--- src/rtl/uart_pkg.sv ---
// Shared UART-side types: byte width and the tx arbiter state encoding.
package uart_pkg;

    localparam int unsigned UART_DATA_W = 8;

    typedef enum logic [0:0] {
        ARB_IDLE,
        ARB_GRANT
    } arbState_t;

endpackage

--- src/rtl/rr_priority_select.sv ---
// Combinational round-robin pick: first set request bit after lastOwner, wrapping modulo N.
module rr_priority_select #(
    parameter int unsigned N = 4,
    localparam int unsigned IDX_W = (N > 1) ? $clog2(N) : 1
) (
    input  logic [N-1:0]     req,
    input  logic [IDX_W-1:0] lastOwner,
    output logic [N-1:0]     winner
);

    logic             found;
    logic [IDX_W-1:0] idx;

    // Walk lastOwner+1 .. lastOwner+N so lastOwner itself is checked last.
    always_comb begin
        winner = '0;
        found  = 1'b0;
        idx    = '0;
        for (int unsigned k = 1; k <= N; k++) begin
            idx = IDX_W'((32'(lastOwner) + k) % N);
            if (!found && req[idx]) begin
                winner[idx] = 1'b1;
                found       = 1'b1;
            end
        end
    end

endmodule

--- src/rtl/uart_tx_arbiter.sv ---
// Round-robin arbiter sharing one uartTx between NUM_REQ byte-stream requesters.
// A grant is held for a whole packet (reqLast) or until MAX_BURST bytes have moved.
module uart_tx_arbiter
    import uart_pkg::*;
#(
    parameter int unsigned NUM_REQ   = 4,
    parameter int unsigned MAX_BURST = 16
) (
    input  logic                           clk,
    input  logic                           rst,
    input  logic [NUM_REQ-1:0]             reqValid,
    input  logic [NUM_REQ*UART_DATA_W-1:0] reqData,
    input  logic [NUM_REQ-1:0]             reqLast,
    output logic [NUM_REQ-1:0]             reqReady,
    output logic [NUM_REQ-1:0]             grant,
    output logic                           busy,
    output logic [UART_DATA_W-1:0]         txDataIn,
    output logic                           txWrite,
    input  logic                           txFull
);

    localparam int unsigned IDX_W = $clog2(NUM_REQ);
    localparam int unsigned CNT_W = $clog2(MAX_BURST + 1);

    arbState_t               state;
    logic [IDX_W-1:0]        lastOwner;
    logic [IDX_W-1:0]        ownerIdx;
    logic [IDX_W-1:0]        winIdx;
    logic [NUM_REQ-1:0]      winner;
    logic [CNT_W-1:0]        burstCnt;
    logic [UART_DATA_W-1:0]  selData;
    logic                    selLast;
    logic                    releaseNow;

    rr_priority_select #(
        .N (NUM_REQ)
    ) u_rrSelect (
        .req       (reqValid),
        .lastOwner (lastOwner),
        .winner    (winner)
    );

    // Encode the one-hot winner so the owner can be remembered for the next rotation.
    always_comb begin
        winIdx = '0;
        for (int i = 0; i < NUM_REQ; i++) begin
            if (winner[i]) begin
                winIdx = IDX_W'(i);
            end
        end
    end

    // Mux the granted requester's byte and last flag.
    always_comb begin
        selData = '0;
        selLast = 1'b0;
        for (int i = 0; i < NUM_REQ; i++) begin
            if (grant[i]) begin
                selData = reqData[i*UART_DATA_W +: UART_DATA_W];
                selLast = reqLast[i];
            end
        end
    end

    // Handshake is combinational on txFull so a byte can move the cycle full drops;
    // rst gates it so a reset mid-packet never leaks a write.
    assign reqReady   = (!rst && (state == ARB_GRANT) && !txFull) ? grant : '0;
    assign txWrite    = |(reqValid & reqReady);
    assign txDataIn   = txWrite ? selData : '0;
    assign releaseNow = selLast || ((32'(burstCnt) + 32'd1) == MAX_BURST);

    always_ff @(posedge clk) begin
        if (rst) begin
            state     <= ARB_IDLE;
            grant     <= '0;
            busy      <= 1'b0;
            burstCnt  <= '0;
            ownerIdx  <= '0;
            lastOwner <= IDX_W'(NUM_REQ - 1);
        end else begin
            case (state)
                ARB_IDLE: begin
                    if (|reqValid) begin
                        grant    <= winner;
                        ownerIdx <= winIdx;
                        busy     <= 1'b1;
                        state    <= ARB_GRANT;
                    end
                end
                ARB_GRANT: begin
                    if (txWrite) begin
                        if (releaseNow) begin
                            lastOwner <= ownerIdx;
                            grant     <= '0;
                            busy      <= 1'b0;
                            burstCnt  <= '0;
                            state     <= ARB_IDLE;
                        end else begin
                            burstCnt <= burstCnt + CNT_W'(1);
                        end
                    end
                end
                default: begin
                    state <= ARB_IDLE;
                end
            endcase
        end
    end

endmodule

--- config.mk ---
export PLATFORM = sky130hd
export DESIGN_NAME = uart_tx_arbiter
export DESIGN_NICKNAME = d
export VERILOG_FILES = /design/src/rtl/uart_pkg.sv /design/src/rtl/rr_priority_select.sv /design/src/rtl/uart_tx_arbiter.sv
export SDC_FILE = /design/constraint.sdc
export NUM_CORES = 1
export LEC_CHECK = 0
export CELL_PAD_IN_SITES_DETAIL_PLACEMENT = 0
export CELL_PAD_IN_SITES_GLOBAL_PLACEMENT = 1
export CORE_MARGIN = 5
export CORE_UTILIZATION = 39
export DETAILED_ROUTE_END_ITERATION = 8
export DONT_BUFFER_PORTS = 1
export GPL_TIMING_DRIVEN = 0
export PLACE_DENSITY = 0.82
export SLEW_MARGIN = 20
export SYNTH_ARGS = -nofsm -noshare
export SYNTH_HDL_FRONTEND = slang
export SYNTH_SLANG_ARGS = --single-unit
export TNS_END_PERCENT = 5
--- constraint.sdc ---
create_clock -name clk -period 2.2 [get_ports clk]
set_input_delay 0.44 -clock clk [delete_from_list [all_inputs] [get_ports clk]]
set_output_delay 0.44 -clock clk [all_outputs]
set_load 0.05 [all_outputs]
# Word-level counts from Yosys, hierarchy flattened
# Cells that the tools add are included.
totals:
  register_bits: 15
  output_inout_bits: 18
op_classes:
  n_eq_ne: 4
  order_cmp: 8
  reduce_logical: 21
  bitwise_logic: 5
  n_mux: 49
  add_sub_neg: 6
op_table:
  columns: ["op", "n"]
  rows:
  - ["8-bit 2-to-1 mux", 5]
  - ["4-bit 2-to-1 mux", 8]
  - ["1-bit 2-to-1 mux", 22]
  - ["2-bit by 3-bit < comparator with 1-bit output, second input constant", 4]
  - ["4-bit bitwise OR", 3]
  - ["1-bit logical AND", 9]
  - ["1-bit binary-select mux with 2-bit select", 4]
  - ["1-bit demux with 2-bit select", 4]
  - ["2-bit by 1-bit >= comparator with 1-bit output, second input constant", 4]
  - ["4-bit one-hot mux with 2 select lines", 1]
  - ["4-bit OR reduction", 2]
  - ["5-bit by 1-bit adder with 6-bit output, second input constant", 1]
  - ["6-bit by 5-bit equality test with 1-bit output, second input constant", 1]
  - ["3-bit AND reduction", 2]
  - ["5-bit by 1-bit adder with 5-bit output, second input constant", 1]
  - ["1-bit logical NOT", 5]
  - ["5-bit 2-to-1 mux", 1]
  - ["2-bit by 1-bit adder with 2-bit output, second input constant", 2]
  - ["2-bit adder, second input constant", 2]
  - ["4-bit bitwise AND", 1]
  - ["2-bit 2-to-1 mux", 2]
  - ["2-bit != test, second input constant", 2]
  - ["1-bit one-hot mux with 2 select lines", 2]
  - ["2-bit AND reduction", 2]
  - ["3 further kinds", 3]

# Depth between registers and ports, before layout
logic_depth:
  depth_word: 16
  ltp_mapped: 8
  depth_no_buf: 7

# Modules after synthesis
# From an unflattened synthesis, not the netlist that was laid out.
unflattened:
  hier_cells: 178
  area_unflattened_um2: 1485.2
modules_own_cells:
  columns: ["mod", "cells_per_inst", "seq_area_each_um2", "instances", "area_per_inst_um2"]
  rows:
  - ["uart_tx_arbiter", 140, 300.3, 1, 1127.3]
  - ["rr_priority_select", 38, 0.0, 1, 357.8]

# Worst setup path after synthesis
# No wires, ideal clock.
synth_timing:
  path_kind: "flip-flop to output port"
  startpoint: "register grant[0]"
  endpoint: "output txDataIn[0]"
  setup_slack_ps: -275
  arrival_ps: 2035
  stages_incl_launch_ff: 7
  required_time_ps: 1760
  n_path_buf: 1
  cell_sequence: "dfxtp_1 -> nor2b_1 -> clkbuf_1 -> a221oi_1 -> nor3_1 -> a21oi_1 -> nor2_1"
synth_between:
  elab_chain_len: 5
synth_rtl:
  columns: ["element", "line", "rtl"]
  rows:
  - ["start: declaration", "uart_tx_arbiter.sv:15", "output logic [NUM_REQ-1:0] grant,"]
  - ["start signal: assignment", "uart_tx_arbiter.sv:84", "grant <= winner;"]
  - ["8-bit 2-to-1 mux (4 in a row)", "uart_tx_arbiter.sv:58", "if (grant[i]) begin"]
  - ["8-bit 2-to-1 mux *", "uart_tx_arbiter.sv:69", "assign txDataIn = txWrite ? selData : '0;"]
  - ["end: declaration", "uart_tx_arbiter.sv:17", "output logic [UART_DATA_W-1:0] txDataIn,"]
# Every way passes the cells marked *; elsewhere a longest branch is shown, timed or not.

# Worst setup path in the final report
layout_timing:
  startpoint: "register grant[0]"
  endpoint: "output txDataIn[4]"
# Same word-level chain as after synthesis.

==> metrics <==
Peak VDD IR around 0.29 mV; final antenna-violating net count 0; initial antenna violation count 0; Max Buffers Root-to-Sink 2; cell area power density 362 nW/µm²; gr ovfl total 0; largest net degree at the start of global routing 11; Core Area 3310 µm²; die span in y ~70 µm; Antenna diodes 0; fin crit share just under 100%; Worst Hold Path Cells 1; clk sink count 15; H-tree levels 1; leading cell types in the layout, fill and taps excluded nor3_1, nand2_1, nor2_1, a221oi_1, dfxtp_1; CP required ~1.8 ns; ys async rst share 0%; Starting Density between 40% and 50%; Final setup viols 0; I/O pin cnt 61; Chip Width 68.4 µm; fill cell count roughly 340; placed cell count 212; Port Buffers 0; vias in the first global route 1216; final hold violation count 0; first-pass GRT wire length 5.67 mm; Final Util 51.1%; Reg2Reg Setup Slack roughly 0.050 ns; hold buffers post-CTS 0; Min-Delay Startpoint rst; Worst R2R Path Depth 8; Clock Skew a little over 0.009 ns; fmax between 400 and 500 MHz; Syn Std Cell Area 1330 µm²; HP Class input port to flop; hpwl dp around 2.9 mm; ys flop type dfxtp_1; gate count of the mapped netlist 166; via density per instance between 6 and 7; clock slew at reported path FFs around 0.09 ns; fin cells around 220; average cell area after synthesis between 8 and 9 µm²; clock latency on the worst-skew pair approximately 0.28 ns; CP endpoint kind output port; CP Max Fanout 8; Worst EP arrival approximately 1.8 ns; worst flop-to-flop path endpoint ownerIdx[0]; nets 230; CTS Buf Count 3; Min Clock Period, post-route between 2 and 2.5 ns; max-cap violations 0; # rows 21; most common cell after layout, fill and taps aside nor3_1; RSZ-0062 raised after global routing true; Post-Route WL 3.85 mm; RePlAce Congestion between 0.9 and 1; leakage around 0.55 nW; Ys Warns 0; Layout area overhead 27.2%; CTS tree built; Avg WL per Cell between 15 and 20 µm; Rel. slew slack 58.3%; pins over their slew limit 0; number of synthesized flops with an enable pin 0; end of the worst hold path grant[0]; first-iteration detailed-routing DRC count 49; total power 612 µW; Unique masters post-synth between 40 and 50; post-synthesis sequential area ratio between 20% and 30%; Slew @ Worst Pin between 0.6 and 0.7 ns; Synth Net Count approximately 220; # DRC 0; layout cell share with drive strength beyond 1 between 30 and 40%; startpoint types flop; Worst Setup Path Type flop to output port; GRT Util Overall 15.7%; drt pass-1 iters 4; vias after detailed routing between 1000 and 1500; Root Driver clkbuf_4; outcome finished, final reports clean; Die Area 4670 µm²; post-synthesis register bit count 15; FF-to-FF Start lastOwner[1]
## through the flow
| stage | instance area (µm²) | setup slack (ns) | setup TNS, ns | hold slack, ns |
|---|---|---|---|---|
| 2_1_floorplan | 1350 | -0.0586 | -0.572 | 0.468 |
| 3_3_place_gp | 1410 | -0.322 | -6.25 | 0.481 |
| 3_5_place_dp | 1410 | -0.335 | -6.75 | 0.511 |
| 4_1_cts | 1580 | -0.00583 | -0.00608 | 0.211 |
| 5_1_grt | 1690 | -0.101 | -0.592 | 0.196 |
| 6_report | 1690 | 0.0127 | 0 | 0.211 |
## timing repair
item	in CTS	in global routing
gates resized for setup	37	28
endpoints found under the hold margin	0	0
pin swaps	10	19
buffers inserted	2	5
setup endpoints to repair	27	18
## cells in the mapped netlist, types with 2 or more instances
| master | number | area [µm²] |
|---|---|---|
| o211ai_1 | 7 | 52.6 |
| a22oi_1 | 2 | 15.0 |
| dfxtp_1 | 15 | 300 |
| nand3_1 | 2 | 10.0 |
| mux4_1 | 2 | 52.6 |
| a221oi_1 | 10 | 87.6 |
| o21ai_0 | 5 | 25.0 |
| clkbuf_1 | 7 | 26.3 |
| clkinv_1 | 2 | 7.51 |
| nor2_1 | 20 | 75.1 |
| inv_1 | 5 | 18.8 |
| and2_1 | 4 | 25.0 |
| nor2b_1 | 3 | 18.8 |
| nor3_1 | 15 | 75.1 |
| nor3b_1 | 2 | 15.0 |
| mux4_2 | 2 | 45.0 |
| nand4_1 | 2 | 12.5 |
| ha_1 | 9 | 113 |
| nand2_1 | 13 | 48.8 |
| xor2_1 | 3 | 26.3 |
| a21oi_1 | 13 | 65.1 |
## how the worst max path moves through the flow
stage / startpoint / to / slack [ns] / depth (start not counted)
2_1_floorplan: grant[0] / txDataIn[0] / -0.06 / 6
3_3_place_gp: rst / txDataIn[1] / -0.32 / 4
3_5_place_dp: grant[3] / txDataIn[6] / -0.34 / 4
4_1_cts: grant[0] / txDataIn[1] / -0.006 / 6
5_1_grt: lastOwner[1] / ownerIdx[0] / -0.10 / 8
6_report: grant[0] / txDataIn[4] / 0.01 / 6
## metal layers
metal	vias to the layer above	global-route usage, %	wire, µm
li1	645	-	-
met4	0	2.23	8
met5	-	0	0
met2	30	26.5	2040
met1	664	20.9	1550
met3	2	3.45	243
## area by class of cell
type	count	area (µm²)	area share (%)
tap	46	57.6	3.40
multi-input combinational	135	1130	66.8
buffer	9	72.6	4.29
timing repair buffer	7	52.6	3.11
inverter	7	30.0	1.78
clock buffer	4	26.3	1.55
sequential	15	323	19.1
## power by group
group | switching, mW | total (mW) | internal (mW)
Combinational | 0.0869 | 0.153 | 0.0661
Clock | 0.0870 | 0.157 | 0.0703
Sequential | 0.0256 | 0.302 | 0.276
## critical path: stages (launching register included)
cell and delay, ns:
dfxtp_4 0.42, nor2b_4 0.14, buf_6 0.13, a221oi_1 0.31
nor3_1 0.10, a21oi_1 0.23, nor2_4 0.13
## logic make-up (layout without fill, tap and decap cells)
family	after synthesis	after routing	synth area share, %
and+or+nand+nor	70	70	27.5
adders and majority gates	9	9	8.47
buffers and inverters	16	27	5.09
DFF	15	15	22.6
xor gates and xnor gates	4	4	2.64
muxes	5	5	8.10
AOI/OAI and AO/OA	47	47	25.6
## flip-flops by register name (all words and copies together) (netlist names)
| name | count |
|---|---|
| lastOwner | 2 |
| ownerIdx | 2 |
| state | 1 |
| grant | 4 |
| busy | 1 |
| burstCnt | 5 |
(Power assumes the default switching activity.)
